==> src/rtl/fifo_arb_pkg.sv <==
// Shared definitions for the FIFO write arbiter: default sizes, the
// burst FSM state type and the wrapping pointer increment.
package fifo_arb_pkg;

   localparam int N_REQ_DEF     = 4;
   localparam int MAX_BURST_DEF = 4;
   localparam int STALL_W       = 16;
   // requester index width; wide enough for the largest legal N_REQ (8)
   localparam int IDX_W         = 3;

   typedef enum logic {
      ST_IDLE  = 1'b0,
      ST_BURST = 1'b1
   } burst_state_t;

   // next requester index after p, wrapping from n-1 back to 0
   function automatic logic [IDX_W-1:0] ptr_inc(input logic [IDX_W-1:0] p, input int n);
      if (int'(p) + 1 >= n)
         return '0;
      else
         return p + IDX_W'(1);
   endfunction

endpackage

==> src/rtl/fifo_wr_arbiter_rr_pick.sv <==
// Rotating-priority picker: first set request at or after base, wrapping.
module rr_pick
   import fifo_arb_pkg::*;
#(
   parameter int N_REQ = N_REQ_DEF
) (
   input  logic [N_REQ-1:0] req,
   input  logic [IDX_W-1:0] base,
   output logic [IDX_W-1:0] winner,
   output logic             valid
);

   // scan offsets from the far end so the smallest offset from base wins
   always_comb begin
      winner = '0;
      valid  = 1'b0;
      for (int k = N_REQ - 1; k >= 0; k--) begin
         for (int i = 0; i < N_REQ; i++) begin
            if (req[i] && (i == (int'(base) + k) % N_REQ)) begin
               winner = IDX_W'(i);
               valid  = 1'b1;
            end
         end
      end
   end

endmodule

==> src/rtl/fifo_wr_arbiter.sv <==
// Round-robin arbiter for N requesters sharing one FIFO write port.
// Optional burst mode (macro FIFO_ARB_BURST_EN) lets one requester keep
// the port for up to MAX_BURST consecutive grants.
module fifo_wr_arbiter
   import fifo_arb_pkg::*;
#(
   parameter int N_REQ      = N_REQ_DEF,
   parameter int FIFO_WIDTH = 16,
   parameter int MAX_BURST  = MAX_BURST_DEF
) (
   input  logic                        clk,
   input  logic                        rst_n,
   input  logic [N_REQ-1:0]            req,
   input  logic [N_REQ*FIFO_WIDTH-1:0] req_data,
   input  logic                        fifo_full,
   input  logic                        fifo_almostfull,
   output logic                        fifo_wr_en,
   output logic [FIFO_WIDTH-1:0]       fifo_data_in,
   output logic [N_REQ-1:0]            gnt,
   output logic [STALL_W-1:0]          stall_cnt
);

   logic [IDX_W-1:0]      rr_ptr, rr_ptr_nxt;
   logic [IDX_W-1:0]      pick_base, pick_winner, win_idx;
   logic                  pick_valid, issue;
   logic [N_REQ-1:0]      gnt_nxt;
   logic [FIFO_WIDTH-1:0] data_nxt;

   // the write already in flight counts against an almost-full FIFO
   assign issue = pick_valid && !fifo_full && !(fifo_wr_en && fifo_almostfull);

   rr_pick #(.N_REQ(N_REQ)) u_pick (
      .req    (req),
      .base   (pick_base),
      .winner (pick_winner),
      .valid  (pick_valid)
   );

`ifdef FIFO_ARB_BURST_EN
   // state | meaning
   // ST_IDLE  | no owner; next issue goes to the round-robin winner
   // ST_BURST | owner holds the port while requesting and bcnt < MAX_BURST
   localparam int BCNT_W = $clog2(MAX_BURST + 1);

   burst_state_t      state, state_nxt;
   logic [IDX_W-1:0]  owner, owner_nxt;
   logic [BCNT_W-1:0] bcnt, bcnt_nxt;
   logic              owner_req, burst_end;

   // request line of the current owner
   always_comb begin
      owner_req = 1'b0;
      for (int i = 0; i < N_REQ; i++)
         if (owner == IDX_W'(i)) owner_req = req[i];
   end

   assign burst_end = (state == ST_BURST) && (!owner_req || bcnt == BCNT_W'(MAX_BURST));
   // on burst end the port is handed on in the same cycle, scanning past the owner
   assign pick_base = burst_end ? ptr_inc(owner, N_REQ) : rr_ptr;
   assign win_idx   = (state == ST_BURST && !burst_end) ? owner : pick_winner;

   // burst FSM state register
   always_ff @(posedge clk or negedge rst_n) begin
      if (!rst_n) begin
         state <= ST_IDLE;
         owner <= '0;
         bcnt  <= '0;
      end else begin
         state <= state_nxt;
         owner <= owner_nxt;
         bcnt  <= bcnt_nxt;
      end
   end

   // burst FSM next state; stalls on full keep the burst without counting
   always_comb begin
      state_nxt  = state;
      owner_nxt  = owner;
      bcnt_nxt   = bcnt;
      rr_ptr_nxt = rr_ptr;
      case (state)
         ST_IDLE: begin
            if (issue) begin
               state_nxt = ST_BURST;
               owner_nxt = win_idx;
               bcnt_nxt  = BCNT_W'(1);
            end
         end
         ST_BURST: begin
            if (burst_end) begin
               rr_ptr_nxt = ptr_inc(owner, N_REQ);
               if (issue) begin
                  owner_nxt = win_idx;
                  bcnt_nxt  = BCNT_W'(1);
               end else begin
                  state_nxt = ST_IDLE;
                  bcnt_nxt  = '0;
               end
            end else if (issue) begin
               bcnt_nxt = bcnt + BCNT_W'(1);
            end
         end
         default: state_nxt = ST_IDLE;
      endcase
   end
`else
   assign pick_base = rr_ptr;
   assign win_idx   = pick_winner;

   // pointer moves just past each winner
   always_comb begin
      rr_ptr_nxt = rr_ptr;
      if (issue) rr_ptr_nxt = ptr_inc(win_idx, N_REQ);
   end
`endif

   // one-hot grant and data mux for the selected requester
   always_comb begin
      gnt_nxt  = '0;
      data_nxt = '0;
      for (int i = 0; i < N_REQ; i++) begin
         if (win_idx == IDX_W'(i)) begin
            gnt_nxt[i] = 1'b1;
            data_nxt   = req_data[i*FIFO_WIDTH +: FIFO_WIDTH];
         end
      end
   end

   // registered write port, pointer and stall counter
   always_ff @(posedge clk or negedge rst_n) begin
      if (!rst_n) begin
         gnt          <= '0;
         fifo_wr_en   <= 1'b0;
         fifo_data_in <= '0;
         rr_ptr       <= '0;
         stall_cnt    <= '0;
      end else begin
         rr_ptr <= rr_ptr_nxt;
         if (issue) begin
            gnt          <= gnt_nxt;
            fifo_wr_en   <= 1'b1;
            fifo_data_in <= data_nxt;
         end else begin
            gnt        <= '0;
            fifo_wr_en <= 1'b0;
         end
         if (pick_valid && !issue && stall_cnt != '1)
            stall_cnt <= stall_cnt + STALL_W'(1);
      end
   end

endmodule

==> config.mk <==
export PLATFORM = sky130hd
export DESIGN_NAME = fifo_wr_arbiter
export DESIGN_NICKNAME = d
export VERILOG_FILES = /design/src/rtl/fifo_arb_pkg.sv /design/src/rtl/fifo_wr_arbiter_rr_pick.sv /design/src/rtl/fifo_wr_arbiter.sv
export SDC_FILE = /design/constraint.sdc
export NUM_CORES = 1
export LEC_CHECK = 0
export CAP_MARGIN = 30
export CORE_MARGIN = 5
export CORE_UTILIZATION = 45
export CTS_BUF_LIST = sky130_fd_sc_hd__clkbuf_4
export DETAILED_ROUTE_END_ITERATION = 8
export HOLD_SLACK_MARGIN = 0.08
export PLACE_DENSITY = 0.95
export SLEW_MARGIN = 10
export SYNTH_ARGS = -nofsm -noshare
export SYNTH_HDL_FRONTEND = slang
export SYNTH_SLANG_ARGS = --single-unit
==> constraint.sdc <==
create_clock -name clk -period 3 [get_ports clk]
set_input_delay 0.3 -clock clk [delete_from_list [all_inputs] [get_ports clk]]
set_output_delay 0.3 -clock clk [all_outputs]
set_load 0.01 [all_outputs]
# Word level (Yosys, flattened, before mapping)
# Cells that the tools add are included.
dict set report totals {
  output_inout_bits 37
  in_bits 72
  regBits 39
  wordCells 105
}
dict set report op_classes {
  add_sub_neg 6
  n_bitwise 3
  n_reduce_logical 32
  n_eq_ne 16
  magnitude_cmp 1
  n_mux 42
}
# operator count
set op_table {}
lappend op_table {{32-bit zero test} 4}
lappend op_table {{16-bit 2-to-1 mux} 4}
lappend op_table {{2-bit 2-to-1 mux} 15}
lappend op_table {{1-bit 2-to-1 mux} 22}
lappend op_table {{1-bit logical AND} 21}
lappend op_table {{3-bit == test, first input constant} 6}
lappend op_table {{16-bit by 1-bit adder with 16-bit output, second input constant} 1}
lappend op_table {{16-bit inequality test, second input constant} 1}
lappend op_table {{2-bit by 3-bit == test with 1-bit output, first input constant} 3}
lappend op_table {{3-bit by 2-bit == test with 1-bit output, second input constant} 2}
lappend op_table {{2-bit OR reduction} 3}
lappend op_table {{2-bit by 1-bit adder with 2-bit output, second input constant} 2}
lappend op_table {{2-bit adder, second input constant} 2}
lappend op_table {{3-bit by 1-bit adder with 4-bit output, second input constant} 1}
lappend op_table {{2-bit == test, first input constant} 2}
lappend op_table {{4-bit by 3-bit >= comparator with 1-bit output, second input constant} 1}
lappend op_table {{4-bit 2-to-1 mux} 1}
lappend op_table {{1-bit bitwise AND, first input constant} 3}
lappend op_table {{3-bit by 1-bit == test with 1-bit output, second input constant} 1}
lappend op_table {{1-bit zero test} 3}
lappend op_table {{3-bit zero test} 1}
lappend op_table {{1-bit by 2-bit == test with 1-bit output, first input constant} 1}

# Logic depth before layout (Yosys ltp)
dict set report logic_depth {
  depth_word 26
  mapped_depth 11
  ltp_nobuf 9
}

# Hierarchy
# From an unflattened synthesis, not the netlist that was laid out.
dict set report hier_totals {
  cells_unflattened 246
  hier_area_um2 2399.8
}
# mod seq_area_each_um2 cells_each instances area_per_inst_um2
set modules_own_cells {}
lappend modules_own_cells {fifo_wr_arbiter 1001.0 233 1 2319.7}
lappend modules_own_cells {rr_pick 0.0 13 1 80.1}

# Worst setup path after synthesis
# OpenSTA, ideal clock, no wires.
dict set report synth_timing {
  path_type {register -> register}
  start {register rr_ptr[0], in the netlist pick_base[0]}
  end {register fifo_data_in[12]}
  path_buffers 2
  synth_period_minus_slack_ns 2.091
  arrival_time_ns 2.009
  setup_time_ns 0.082
  t_required_ns 2.918
  slack_ns 0.909
  stages_incl_launch_ff 12
  cell_sequence {dfrtp_1 > inv_1 > a221oi_1 > o22ai_1 > inv_1 > ha_1 > buf_2 > nor2b_4 > buf_4 > a221oi_1 > a211o_1 > a31oi_1}
}
dict set report synth_via {
  elab_chain_len 25
  word_cells_on_any_way 82
  classes_between {3 x add/sub; 15 x eq/ne; 35 x mux; 3 x bitwise; 26 x reduce/logical}
}
# item line
set synth_lines {}
lappend synth_lines {{from (decl)} fifo_wr_arbiter.sv:23} ;# logic [IDX_W-1:0] rr_ptr, rr_ptr_nxt;
lappend synth_lines {{from (signal assigned)} fifo_wr_arbiter.sv:138} ;# rr_ptr <= rr_ptr_nxt;
lappend synth_lines {{2-bit adder} fifo_wr_arbiter_rr_pick.sv:19} ;# if (req[i] && (i == (int'(base) + k) % N_REQ)) begin
lappend synth_lines {{2-bit OR reduction (no line)} --}
lappend synth_lines {{1-bit bitwise AND (no line)} --}
lappend synth_lines {{2-bit by 3-bit == test with 1-bit output} fifo_wr_arbiter_rr_pick.sv:19}
lappend synth_lines {{1-bit logical AND} fifo_wr_arbiter_rr_pick.sv:19}
lappend synth_lines {{1-bit 2-to-1 mux} fifo_wr_arbiter_rr_pick.sv:19}
lappend synth_lines {{2-bit 2-to-1 mux (14 in series)} fifo_wr_arbiter_rr_pick.sv:19}
lappend synth_lines {{3-bit zero test} fifo_wr_arbiter.sv:122} ;# if (win_idx == IDX_W'(i)) begin
lappend synth_lines {{16-bit 2-to-1 mux (4 in series)} fifo_wr_arbiter.sv:122}
lappend synth_lines {{to (signal assigned)} fifo_wr_arbiter.sv:142} ;# fifo_data_in <= data_nxt;
lappend synth_lines {{to (decl)} fifo_wr_arbiter.sv:18} ;# output logic [FIFO_WIDTH-1:0] fifo_data_in,
# Parallel ways exist; a longest one is shown, timed or not.
# A chain may end at the register's enable or synchronous reset.

# Final worst setup path
dict set report layout_timing {
  start {input req[0]}
  end {register fifo_data_in[7]}
}
dict set report layout_via {
  elab_chain_len 19
  word_cells_on_any_way 42
  classes_between {3 x eq/ne; 32 x mux; 7 x reduce/logical}
}
# item line
set layout_lines {}
lappend layout_lines {{from (decl)} fifo_wr_arbiter.sv:13} ;# input logic [N_REQ-1:0] req,
lappend layout_lines {{1-bit logical AND} fifo_wr_arbiter_rr_pick.sv:19}
lappend layout_lines {{1-bit 2-to-1 mux (16 in series)} fifo_wr_arbiter_rr_pick.sv:19}
lappend layout_lines {{1-bit logical AND (2 in series)} fifo_wr_arbiter.sv:30} ;# assign issue = pick_valid && !fifo_full && !(fifo_wr_en && fifo_almostfull);
# Parallel ways exist; a longest one is shown, timed or not.

==> metrics <==
status=complete, no violations; Routed WL=6460 µm; RD Place Congestion=0.869; post-synthesis cell area=2270 µm²; Synth cell types=37; Area after DPL=3380 µm²; CP startpoint=req[0]; Hold Crit Class=in2async; startpoint types=primary input; cts repair resizes=0; cell-by-cell trace of the critical path=clkdlybuf4s50_1 > a21oi_1 > o21a_1 > o22a_1 > inv_1 > ha_1 > nor2b_4 > a221oi_1 > a211o_1 > a31oi_1; hold_buf cts=1; top cell type's share of synthesized area=43.0%; Comb pwr share=52.7%; Final Hold Fails=0; Clock Sinks=39; Slew Limit Fails=0; DRC viols=0; Die ar.=6560 µm²; main flop type after synthesis=dfrtp_1; Seq pwr share=33.6%; DP HPWL=4950 µm; Min Hold Slack=0.352 ns; DRT Pass-1 Iters=4; clock slew at reported path FFs=0.12 ns; count leader, synth=dfrtp_1; routed vias/inst=5.53; first-pass GRT wire length=10,300 µm; final design area excluding fillers=3480 µm²; power density over the cells=728 nW/µm²; CTS max path bufs=2; top routing layer in use=met4; die width=81.0 µm; Reg2Reg Setup Slack=0.66 ns; synth cell count leaders=39 x dfrtp_1, 24 x nand2_1, 23 x inv_1; GRT overflow=0; Area Growth Syn to Fin=53.5%; final setup fails=0; syn avg cell area=9.46 µm²; synthesized net count=317; initial core utilization=47.1%; synthesized instance count=240; Final Core Density=72.3%; Clk network pwr share=13.8%; RR Startpoint=pick_base[0]$_DFFE_PN0N_; max incr delay on CP=0.59 ns; Setup crit end=fifo_data_in[7]$_DFFE_PN0N_; VDD IR-drop max=0.344 mV; register area=976 µm²; area leader, netlist=dfrtp_1; ranking of synthesized cells by area=dfrtp_1 43%, a221oi_1 6.6%, a211o_1 5.8%; fin nets=422; fmax=408 MHz; initial antenna violation count=0; period utilization=81.7%; Setup Skew=0.00980 ns; Int Pwr=1.61 mW; Crit Path Category=in2reg; #FFs+latches synth=39; largest net degree at the start of global routing=40; TritonCTS Buffers=5; post-route worst setup slack=0.548 ns; Met1 Routed Length=2230 µm; WL/cell=15.7 µm; Synthesis Warnings=0; Multi-input gate area=1130 µm²; postcts setup bufs=0; vias in the first global route=2,288; Worst-Skew Late Latency=0.34 ns; metal2 WL=3400 µm; TritonCTS clock tree=done; Async SR Flop Fraction=100%; switching part of the total=36.7%; share of cells above drive strength 1=6.96%; H-tree levels=2; post-synthesis sequential area ratio=43.0%; All-Layer GR Usage=20.5%; Crit. End Element=register; # diodes=0; EDFF count, synth=0; R2R cell count=9; Max Cap Viol=0; pre-CTS worst setup slack=0.194 ns; Req. time, crit path=3.27 ns; RSZ-0062 raised after global routing=false; min Tclk post-route=2.45 ns; First DRT Iteration DRCs=97; Critical Path Fanout Max=15; fillers=377; total negative setup slack=0 ns; Buffers on Ports=108; worst slew pin tran=0.443 ns; worst reg2reg endpoint=fifo_data_in[7]$_DFFE_PN0N_; Lkg Pwr=1.50 nW; DR vias=2,277; Rows=25; max_slew headroom=70.2%; WL met3=723 µm; num ports=109; CTS root buffer=clkbuf_4; Worst Path Arrival=2.72 ns; die height=81.0 µm; crit path max-delay cell type=clkdlybuf4s50_1; total core area=4820 µm²; sw power=930 µW; post-route ant nets=0
==> how the worst min path moves through the flow <==
stage                 startpoint                           end  slack, ns  cells past startpoint
floorplan                  rst_n   fifo_data_in[0]$_DFFE_PN0N_      0.004                      0
global placement           rst_n      stall_cnt[1]$_DFFE_PN0P_       0.46                      1
detailed placement         rst_n      stall_cnt[2]$_DFFE_PN0P_       0.45                      1
CTS                 req_data[58]  fifo_data_in[10]$_DFFE_PN0N_       0.50                      3
global route               rst_n      stall_cnt[2]$_DFFE_PN0P_       0.36                      2
finish                     rst_n     stall_cnt[12]$_DFFE_PN0P_       0.35                      2
==> state kept, by name, summed over array words and instances, names as in the netlist <==
| name | flops |
|---|---|
| gnt | 4 |
| fifo_wr_en | 1 |
| fifo_data_in | 16 |
| pick_base | 2 |
| stall_cnt | 16 |
==> cells by family after synthesis <==
group	share of synthesized area, %
simple gates	18.8
compound gates	22.2
buf+inv	7.50
flops	43.0
xor+xnor	4.63
fa+ha+maj	2.76
mux	1.16
==> worst max-delay path, delay by kind of cell <==
family,cells,cell delay [ns]
simple gates,1,0.39
compound gates,6,1.16
fa+ha+maj,1,0.19
buf+inv,2,0.69
==> power groups by stage <==
stage | Clock (mW) | Combinational, mW | Sequential, mW
after floorplan | 0 | 0.674 | 0.910
after global placement | 0 | 1.28 | 0.849
after detailed placement | 0 | 1.34 | 0.861
after CTS | 0.352 | 1.35 | 0.850
after global routing | 0.378 | 1.45 | 0.876
final | 0.350 | 1.34 | 0.851
==> layout by cell type (no fill, tap or decap), types with 7 or more instances in the layout <==
cell / count
a211o_1: 15
a221oi_1: 17
a31oi_1: 17
clkdlybuf4s50_1: 107
dfrtp_1: 39
inv_1: 23
nand2_1: 24
nand3_1: 9
nor2_1: 18
xor2_1: 7
==> routing by layer <==
metal | vias up | global-route usage [%]
met5 | - | 0
met4 | 0 | 7.77
met3 | 14 | 8.54
met2 | 111 | 36.7
met1 | 1075 | 21.2
li1 | 1077 | -
==> through the flow <==
stage / cells / power, mW
after floorplan: 240 / 1.58
after global placement: 403 / 2.13
after detailed placement: 403 / 2.20
after CTS: 411 / 2.55
after global routing: 412 / 2.71
final: 412 / 2.54
==> final cells by class <==
cell class / count / area share (%)
clock buffers: 6 / 1.29
well taps: 67 / 2.41
inverters: 23 / 2.48
flip-flops and latches: 39 / 28.0
multi-input cells: 162 / 32.3
repair buffers: 114 / 32.6
clock inverters: 1 / 0.862
No activity file was read; power rests on OpenSTA's default activity.
